File: src/rtl/speckle_emu_pkg.sv
// Shared definitions for the speckle chip emulator: converter states,
// XADC word width and one-hot helpers used by the selection logic.
package speckle_emu_pkg;

  localparam int XADC_W = 16;

  localparam logic [1:0] ST_IDLE = 2'd0;
  localparam logic [1:0] ST_CONV = 2'd1;
  localparam logic [1:0] ST_DONE = 2'd2;

  // Callers zero-extend narrower registers to 64 bits.
  function automatic logic isOneHot(input logic [63:0] v);
    logic seen;
    logic multi;
    seen  = 1'b0;
    multi = 1'b0;
    for (int i = 0; i < 64; i++) begin
      if (v[i]) begin
        if (seen) multi = 1'b1;
        seen = 1'b1;
      end
    end
    return seen & ~multi;
  endfunction

  function automatic int oneHotIndex(input logic [63:0] v);
    int idx;
    idx = 0;
    for (int i = 0; i < 64; i++) begin
      if (v[i]) idx = i;
    end
    return idx;
  endfunction

endpackage

File: src/rtl/emu_shift_reg.sv
// Serial-in shift register driven by a synchronized clock edge; the level
// clear wins over a simultaneous edge.
module emu_shift_reg #(
  parameter int WIDTH = 24
) (
  input  logic             clk,
  input  logic             rst_n,
  input  logic             i_edge,
  input  logic             i_clr,
  input  logic             i_data,
  output logic [WIDTH-1:0] o_q
);

  logic [WIDTH-1:0] r_q;

  always_ff @(posedge clk or negedge rst_n) begin
    if (!rst_n) begin
      r_q <= '0;
    end else if (i_clr) begin
      r_q <= '0;
    end else if (i_edge) begin
      r_q <= {r_q[WIDTH-2:0], i_data};
    end
  end

  assign o_q = r_q;

endmodule

File: src/rtl/speckle_chip_emulator.sv
// Stand-in for the speckle sensor chip plus XADC: pixel selection by
// shift registers, a key array and a busy/eoc conversion response.
module speckle_chip_emulator
  import speckle_emu_pkg::*;
#(
  parameter int COLS        = 24,
  parameter int ROWS        = 24,
  parameter int NB_DATA     = 12,
  parameter int SYNC_STAGES = 2,
  parameter int CONV_CYCLES = 26,
  parameter int PIX_BASE    = 'h100
) (
  input  logic                    clk,
  input  logic                    rst_n,
  input  logic                    i_chip_col_clk,
  input  logic                    i_chip_col_rst,
  input  logic                    i_chip_col_data,
  input  logic                    i_chip_row_clk,
  input  logic                    i_chip_row_rst,
  input  logic                    i_chip_row_ena,
  input  logic                    i_chip_row_data,
  input  logic                    i_chip_key_wren,
  input  logic                    i_adc_trigger,
  output logic                    o_adc_busy,
  output logic                    o_adc_done,
  output logic [XADC_W-1:0]       o_adc_do,
  output logic                    o_sel_valid,
  output logic                    o_sel_err,
  output logic [$clog2(ROWS)-1:0] o_sel_row,
  output logic [$clog2(COLS)-1:0] o_sel_col
);

  localparam int ROW_W    = $clog2(ROWS);
  localparam int COL_W    = $clog2(COLS);
  localparam int CNT_W    = $clog2(CONV_CYCLES + 1);
  localparam int NUM_EDGE = 4;
  localparam int NUM_IN   = 9;

  // Pins [3:0] need rising-edge detection, the rest are used as levels.
  logic [NUM_IN-1:0]          w_pins;
  logic [NUM_EDGE-1:0]        w_rise;
  logic [NUM_IN-NUM_EDGE-1:0] w_level;

  assign w_pins = {i_chip_row_data, i_chip_row_ena, i_chip_row_rst,
                   i_chip_col_data, i_chip_col_rst,
                   i_adc_trigger, i_chip_key_wren, i_chip_row_clk, i_chip_col_clk};

  for (genvar g = 0; g < NUM_IN; g++) begin : g_sync
    logic [SYNC_STAGES-1:0] r_chain;

    always_ff @(posedge clk or negedge rst_n) begin
      if (!rst_n) r_chain <= '0;
      else        r_chain <= {r_chain[SYNC_STAGES-2:0], w_pins[g]};
    end

    if (g < NUM_EDGE) begin : g_edge
      logic r_prev;
      always_ff @(posedge clk or negedge rst_n) begin
        if (!rst_n) r_prev <= 1'b0;
        else        r_prev <= r_chain[SYNC_STAGES-1];
      end
      assign w_rise[g] = r_chain[SYNC_STAGES-1] & ~r_prev;
    end else begin : g_level
      assign w_level[g-NUM_EDGE] = r_chain[SYNC_STAGES-1];
    end
  end

  logic w_col_edge, w_row_edge, w_key_edge, w_trig_edge;
  logic w_col_rst, w_col_data, w_row_rst, w_row_ena, w_row_data;

  assign {w_trig_edge, w_key_edge, w_row_edge, w_col_edge} = w_rise;
  assign {w_row_data, w_row_ena, w_row_rst, w_col_data, w_col_rst} = w_level;

  logic [COLS-1:0] w_col_sr;
  logic [ROWS-1:0] w_row_sr;

  emu_shift_reg #(.WIDTH(COLS)) u_col_sr (
    .clk(clk), .rst_n(rst_n), .i_edge(w_col_edge), .i_clr(w_col_rst),
    .i_data(w_col_data), .o_q(w_col_sr)
  );

  emu_shift_reg #(.WIDTH(ROWS)) u_row_sr (
    .clk(clk), .rst_n(rst_n), .i_edge(w_row_edge), .i_clr(w_row_rst),
    .i_data(w_row_data), .o_q(w_row_sr)
  );

  logic w_col_hot, w_row_hot, w_sel_ok;

  assign w_col_hot = isOneHot(64'(w_col_sr));
  assign w_row_hot = isOneHot(64'(w_row_sr));
  assign w_sel_ok  = w_row_ena & w_row_hot & w_col_hot;

  logic             r_sel_valid, r_sel_err;
  logic [ROW_W-1:0] r_sel_row;
  logic [COL_W-1:0] r_sel_col;

  always_ff @(posedge clk or negedge rst_n) begin
    if (!rst_n) begin
      r_sel_valid <= 1'b0;
      r_sel_err   <= 1'b0;
      r_sel_row   <= '0;
      r_sel_col   <= '0;
    end else begin
      r_sel_valid <= w_sel_ok;
      r_sel_err   <= w_row_ena & ~(w_row_hot & w_col_hot);
      r_sel_row   <= w_sel_ok ? ROW_W'(oneHotIndex(64'(w_row_sr))) : '0;
      r_sel_col   <= w_sel_ok ? COL_W'(oneHotIndex(64'(w_col_sr))) : '0;
    end
  end

  // Writes see the pre-shift register contents when a shift lands in the same cycle.
  logic [COLS-1:0] r_key [ROWS];

  always_ff @(posedge clk or negedge rst_n) begin
    if (!rst_n) begin
      for (int r = 0; r < ROWS; r++) r_key[r] <= '0;
    end else if (w_key_edge && w_row_ena) begin
      for (int r = 0; r < ROWS; r++) begin
        if (w_row_sr[r]) r_key[r] <= w_col_sr;
      end
    end
  end

  logic               w_key_bit;
  logic [NB_DATA-1:0] w_pix;

  assign w_key_bit = r_key[r_sel_row][r_sel_col];
  assign w_pix     = (r_sel_valid && w_key_bit)
                   ? NB_DATA'(PIX_BASE + int'(r_sel_row) * COLS + int'(r_sel_col))
                   : '0;

  logic [1:0]         r_state;
  logic [CNT_W-1:0]   r_cnt;
  logic [NB_DATA-1:0] r_cap;
  logic               r_busy, r_done;
  logic [XADC_W-1:0]  r_do;

  // Triggers arriving outside IDLE are dropped rather than queued.
  always_ff @(posedge clk or negedge rst_n) begin
    if (!rst_n) begin
      r_state <= ST_IDLE;
      r_cnt   <= '0;
      r_cap   <= '0;
      r_busy  <= 1'b0;
      r_done  <= 1'b0;
      r_do    <= '0;
    end else begin
      r_done <= 1'b0;
      case (r_state)
        ST_IDLE: begin
          if (w_trig_edge) begin
            r_cap   <= w_pix;
            r_busy  <= 1'b1;
            r_cnt   <= CNT_W'(CONV_CYCLES - 1);
            r_state <= ST_CONV;
          end
        end
        ST_CONV: begin
          if (r_cnt == '0) begin
            r_busy  <= 1'b0;
            r_done  <= 1'b1;
            r_do    <= XADC_W'(r_cap) << (XADC_W - NB_DATA);
            r_state <= ST_DONE;
          end else begin
            r_cnt <= r_cnt - CNT_W'(1);
          end
        end
        ST_DONE: r_state <= ST_IDLE;
        default: r_state <= ST_IDLE;
      endcase
    end
  end

  assign o_adc_busy  = r_busy;
  assign o_adc_done  = r_done;
  assign o_adc_do    = r_do;
  assign o_sel_valid = r_sel_valid;
  assign o_sel_err   = r_sel_err;
  assign o_sel_row   = r_sel_row;
  assign o_sel_col   = r_sel_col;

endmodule

File: config.mk
export PLATFORM = sky130hd
export DESIGN_NAME = speckle_chip_emulator
export DESIGN_NICKNAME = d
export VERILOG_FILES = /design/src/rtl/speckle_emu_pkg.sv /design/src/rtl/emu_shift_reg.sv /design/src/rtl/speckle_chip_emulator.sv
export SDC_FILE = /design/constraint.sdc
export NUM_CORES = 1
export LEC_CHECK = 0
export ABC_AREA = 1
export CAP_MARGIN = 40
export CORE_UTILIZATION = 40
export DETAILED_ROUTE_END_ITERATION = 8
export SYNTH_ARGS = -nofsm -noshare
export SYNTH_HDL_FRONTEND = slang
export SYNTH_HIERARCHICAL = 1
export SYNTH_SLANG_ARGS = --single-unit
File: constraint.sdc
create_clock -name clk -period 4.8 [get_ports clk]
set_clock_uncertainty 0.15 [all_clocks]
set_input_delay 0.48 -clock clk [delete_from_list [all_inputs] [get_ports clk]]
set_output_delay 0.48 -clock clk [all_outputs]
set_load 0.02 [all_outputs]
==> impl_metrics.toml, run 1 <==
[yosys]
yosysMostFrequentCell = "nand2_1"
ys_warn_count = 6
synth_top_area_share_pct = 55.2
synthFlopType = "dfrtp_1"
synthArstFlopShare_pct = 100
synthCells = 3787
synth-edff-count = 0
synth.distinct_cells = 42
synth_seq_cells = 689
synth_area_mm2 = 0.0312
yosys-top-cells-count = "nand2_1, o21ai_0, dfrtp_1, nor2_1, clkbuf_1"
synthTopCellsByArea = "dfrtp_1, o21ai_0, nand2_1"
synth.largest_area_cell = "dfrtp_1"
syn_avg_cell_area_um2 = 8.24
yosysSeqAreaShare_pct = 55.2

[finish]
final_nets = 3688
syn_to_final_growth_pct = 11.1
drive_above_1_share_pct = 6.14
antenna_cells = 0

[route]
antenna_left = 0
wl_mm = 92.2
drt_iter0_markers = 2774
drtPass1Iterations = 7
vias_per_cell = 5.42
vias = 25728
routedWlPerCell_um = 19.4
drc = 0

[clock_network]
tritoncts = "yes"
insertion_delay_ns = 0.62
cts_buffer_depth = 3
cts_hold_buf = 1
cts_resized = 0
cts.clk_slew.worst_paths_ns = 0.06
post-cts-setup-buffer-count = 0
htreeDepth = 3
cts_sinks = 689
numCtsBuffers = 74
cts-root-buf = "clkbuf_16"

[timing]
fin_tns_setup_ns = 0
tightest_slew_ns = 1.11
relSlewSlack_pct = 25.9
fmax_mhz = 293
setup_slack_ns = 1.38
hold_viol = 0
min_period_ns = 3.42
fin_crit_sh_pct = 71.2
rsz0062_at_grt = "false"
drv_slew = 0
setup_viol = 0

[outcome]
outcome = "finished clean"

[setup_path]
critPathArrivalTime_ns = 3.82
startpoint_type = "register"
crit_fanout = 44
path_class = "register to register"
cp-end-kind = "register"
crit_required_ns = 5.20

[power_and_ir_drop]
switching_share_pct = 22.1
p_int_mw = 9.24
power.ir.vdd_worst_mv = 0.297
seqPwrFrac_pct = 49.5
leakage_nw = 15.7
combPwrFrac_pct = 2.8
clkPwrFrac_pct = 47.7
power.switching_mw = 2.63
p_per_area_mw_per_mm2 = 342

[floorplanning]
core_mm2 = 0.0773
rows = 102
chipWidth_um = 281
io-pin-count = 41
dieHeight_um = 281
die-area_mm2 = 0.0792
start_util_pct = 40.4

[place]
hpwl_mm = 49.0
pre_cts_slack_ns = 1.39
place.gp.congestion = 0.838
place.port_buffers = 35

[flow_run]
cap_violations = 0

[global_routing]
grt_pass1_vias = 24770
grt_first_pass_wirelength_mm = 146
grt_max_degree = 219
grt_usage_pct = 23.7
grt-ovfl-total = 0
grt_antenna_before_repair = 0

[worst_hold_path]
holdCritPathClass = "input pin to register"
## through the flow
step / util [%] / std cells / cell area, µm² / hold slack [ns] / total power [mW]
floorplan: - / 3791 / 31200 / 0.0344 / 6.14
global placement: 41.6 / 4623 / 32200 / 0.182 / 6.32
detailed placement: 41.8 / 4628 / 32300 / 0.186 / 6.32
CTS: 44.8 / 4751 / 34700 / 0.132 / 12.0
global route: 44.8 / 4751 / 34700 / 0.140 / 12.2
finish: 44.8 / 4751 / 34700 / 0.149 / 11.9
## cell type report
cell class	count	area, µm²
Fill cell	7757	42700
Sequential cell	689	17300
Multi-Input combinational cell	2678	12200
Clock buffer	110	2200
Tap cell	1040	1300
Timing Repair Buffer	116	1220
Inverter	106	408
Clock inverter	12	149
## power groups by stage
stage	Combinational [mW]	Sequential [mW]	Clock (mW)
2_1_floorplan	0.154	5.98	0
3_3_place_gp	0.340	5.98	0
3_5_place_dp	0.343	5.98	0
4_1_cts	0.344	5.87	5.76
5_1_grt	0.385	5.88	5.97
6_report	0.332	5.88	5.66
## flip-flops by register name, summed over array words and instances, names as in the netlist, 2 cells and up
register / count
g_sync.r_chain: 18
r_cap: 11
r_state: 2
o_adc_do: 11
u_row_sr/o_q: 24
g_sync.g_edge.r_prev: 4
u_col_sr/o_q: 24
r_cnt: 5
o_sel_row: 5
r_key: 576
o_sel_col: 5
## cell families after synthesis
family          count (synthesis)  share of synthesized area [%]
buf+inv                       424                           6.06
xor+xnor                        4                          0.112
simple gates                 1566                           19.8
compound gates               1091                           18.2
flops                         689                           55.2
fa+ha+maj                      12                          0.529
other cells                     1                         0.0120
## cell usage in the layout, fill, tap and decap left out, drive strengths merged, types with 2 or more instances in the layout
cell type	synthesis	final
a21oi	42	42
a31oi	2	2
and2	2	2
and3	2	2
buf	102	81
bufinv	0	3
clkbuf	216	110
clkdlybuf4s50	0	34
clkinv	0	8
conb	1	5
dfrtp	689	689
fa	2	2
ha	10	10
inv	106	106
nand2	1031	1031
nand3	166	166
nand4	2	2
nor2	353	353
nor3	3	3
nor4	4	4
o211ai	11	11
o21ai	897	897
o21bai	2	2
o22ai	129	129
o31ai	3	3
or2	2	2
xor2	4	4
## worst max-delay path, cell delays in order, from the launching register on
cell	delay [ns]
dfrtp_4	0.50
inv_4	0.42
buf_4	0.45
o21ai_0	0.15
o22ai_1	0.15
nand2_1	0.07
nand2_1	0.09
a21oi_1	0.06
o21ai_1	0.22
o211ai_1	0.19
nand3_1	0.11
nand2_1	0.11
nand2_1	0.07
nand2_1	0.06
nand2_2	0.32
nand3_1	0.12
nand2_1	0.08
## worst paths after layout
| check | startpoint | end | slack, ns | depth (start not counted) |
|---|---|---|---|---|
| setup / recovery | o_sel_row[1]$_DFF_PN0_ | r_cap[0]$_DFFE_PN0P_ | 1.38 | 16 |
| hold / removal | i_chip_row_data | g_sync[8].r_chain[0]$_DFF_PN0_ | 0.15 | 1 |
| setup reg to reg | o_sel_row[1]$_DFF_PN0_ | r_cap[0]$_DFFE_PN0P_ | 1.38 | 16 |
| hold reg to reg | g_sync[0].r_chain[0]$_DFF_PN0_ | g_sync[0].r_chain[1]$_DFF_PN0_ | 0.19 | 0 |
| max in group asynchronous | rst_n | g_sync[2].g_edge.r_prev$_DFF_PN0_ | 2.93 | 3 |
| min in group asynchronous | rst_n | r_key[3]$_DFFE_PN0P_ | 0.36 | 2 |
## routing by layer
layer / routed length [µm] / global-route usage (%) / vias up / share of wire [%]
met4: 2480 / 7.39 / 0 / 2.7
met2: 41600 / 37.5 / 766 / 45
met1: 42500 / 33.6 / 12539 / 46
met3: 5640 / 3.44 / 170 / 6.1
met5: 0 / 0 / - / 0
li1: - / - / 12253 / -
Power figures use the tool's default switching activity.
==> run 2: changes to the inputs <==
clock period = 3.3 ns   (was 4.8 ns; I/O delays follow)
==> impl_metrics.toml, run 2 (synthesis results as in run 1) <==
[outcome]
outcome = "finished clean"

[finish]
drive_above_1_share_pct = 7.50
final_common_cell = "nand2_1"
final_cell_mix = "nand2_1, o21ai_0, dfrtp_1, nor2_1, nand3_1"
syn_to_final_growth_pct = 13.1
regMostFlops = "r_key"
largest_register_ffs = 576
fin_area_mm2 = 0.0353
final_nets = 3745
antenna_cells = 0

[timing]
relSlewSlack_pct = 47.3
rsz0062_at_grt = "false"
hold_viol = 0
fin_tns_setup_ns = 0
fin_crit_sh_pct = 93.3
fmax_mhz = 325
min_period_ns = 3.08
drv_slew = 0
setup_viol = 0
tightest_slew_ns = 0.787

[clock_network]
numCtsBuffers = 75
cts-root-buf = "clkbuf_16"
tritoncts = "yes"
insertion_delay_ns = 0.62
cts_buffer_depth = 3
cts.clk_slew.worst_paths_ns = 0.06
htreeDepth = 3
cts_sinks = 689
post-cts-setup-buffer-count = 0

[setup_path]
cp-end-kind = "register"
path_cells = "inv_8 > buf_12 > buf_4 > o21ai_0 > o22ai_1 > nand2_1 > nand2_1 > nand2_1 > nand3_1 > nand3_1 > nand3_1 > nand3_1 > nand3_1 > nand3_1 > nand2_4 > nand3_1 > nand2_1"
startpoint_type = "register"
crit_fanout = 31
path_buf_inv = 3
r2r_setup_slack_ns = 0.22
path_class = "register to register"
worst_path_max_delay_cell = "dfrtp_4"
cpPeakStageDelay_ns = 0.53
cp_common_cell = "nand3_1"
critPathArrivalTime_ns = 3.49
cp_top_family = "simple AND/OR/NAND/NOR gates"
crit_required_ns = 3.71

[power_and_ir_drop]
p_per_area_mw_per_mm2 = 488
power.switching_mw = 3.81
seqPwrFrac_pct = 49.6
clkPwrFrac_pct = 47.5
p_int_mw = 13.4
combPwrFrac_pct = 2.9
switching_share_pct = 22.1
power.ir.vdd_worst_mv = 0.471
leakage_nw = 16.1

[flow_run]
cap_violations = 0

[place]
place.gp.congestion = 0.836
place_area_mm2 = 0.0328
hpwl_mm = 54.6
place.port_buffers = 35

[worst_hold_path]
holdCritPathClass = "input pin to async pin"

[floorplanning]
start_util_pct = 40.4
io-pin-count = 41
core_mm2 = 0.0773
die-area_mm2 = 0.0792
rows = 102
dieHeight_um = 281
chipWidth_um = 281

[global_routing]
grt_pass1_vias = 25153
grt_antenna_before_repair = 2
grt_first_pass_wirelength_mm = 146
grt-ovfl-total = 0
grt_usage_pct = 23.5
grt_max_degree = 78

[route]
wl_mm = 91.3
drtPass1Iterations = 6
routedWlPerCell_um = 19.0
vias = 26015
drt_iter0_markers = 2371
vias_per_cell = 5.41
antenna_left = 0
drc = 0
==> run 2: timing repair <==
| action | in CTS | in global routing |
|---|---|---|
| hold buffers | 10 | 0 |
| endpoints found under the hold margin | 62 | 0 |
| setup endpoints to repair | 0 | 11 |
| gates resized for setup | 0 | 1 |
==> run 2: path summary, 6_finish.rpt <==
| kind | cells past startpoint | startpoint | to |
|---|---|---|---|
| worst max-delay path | 17 | o_sel_row[0]$_DFF_PN0_ | r_cap[0]$_DFFE_PN0P_ |
| worst min register to register | 0 | g_sync[7].r_chain[0]$_DFF_PN0_ | g_sync[7].r_chain[1]$_DFF_PN0_ |
| worst max register to register | 17 | o_sel_row[0]$_DFF_PN0_ | r_cap[0]$_DFFE_PN0P_ |
| max in group asynchronous | 3 | rst_n | u_row_sr/o_q[13]$_DFFE_PN0P_ |
| min in group clk | 0 | g_sync[7].r_chain[0]$_DFF_PN0_ | g_sync[7].r_chain[1]$_DFF_PN0_ |
| worst min-delay path | 2 | rst_n | r_key[75]$_DFFE_PN0P_ |
==> run 2: stage by stage <==
| step | power [mW] | setup slack, ns | hold WS, ns | utilization, % | instances |
|---|---|---|---|---|---|
| floorplan | 8.92 | 0.884 | -0.116 | - | 3791 |
| global placement | 9.20 | 0.126 | 0.182 | 42.3 | 4669 |
| detailed placement | 9.21 | 0.134 | 0.185 | 42.5 | 4675 |
| CTS | 17.4 | 0.0937 | 0.196 | 45.7 | 4813 |
| global route | 17.8 | 0.0347 | 0.201 | 45.7 | 4813 |
| finish | 17.2 | 0.220 | 0.195 | 45.7 | 4813 |
==> run 2: worst register-to-register path: stages (launching register included) <==
cell and delay (ns):
dfrtp_4 0.53, inv_8 0.23, buf_12 0.24, buf_4 0.20
o21ai_0 0.09, o22ai_1 0.14, nand2_1 0.08, nand2_1 0.10
nand2_1 0.07, nand3_1 0.17, nand3_1 0.17, nand3_1 0.12
nand3_1 0.08, nand3_1 0.09, nand3_1 0.14, nand2_4 0.25
nand3_1 0.12, nand2_1 0.07
==> run 2: per-layer routing <==
metal,share of wire (%),global-route usage [%]
met4,2.5,7.41
met3,6.0,3.29
met5,0.030,0
met1,47,33.6
met2,45,36.9
==> run 2: layout make-up <==
class | instances | area, µm²
clock buffer | 108 | 2170
clock inverter | 20 | 193
fill | 7700 | 42000
inverter | 106 | 408
multi-input combinational | 2678 | 12200
sequential | 689 | 17300
tap | 1040 | 1300
timing repair buffer | 172 | 1840
==> run 2: power by group through the flow <==
stage / clock (mW) / sequential (mW) / combinational (mW)
3_5_place_dp: 0 / 8.70 / 0.514
5_1_grt: 8.67 / 8.55 / 0.594
4_1_cts: 8.37 / 8.54 / 0.523
2_1_floorplan: 0 / 8.70 / 0.224
3_3_place_gp: 0 / 8.70 / 0.509
6_report: 8.19 / 8.54 / 0.507
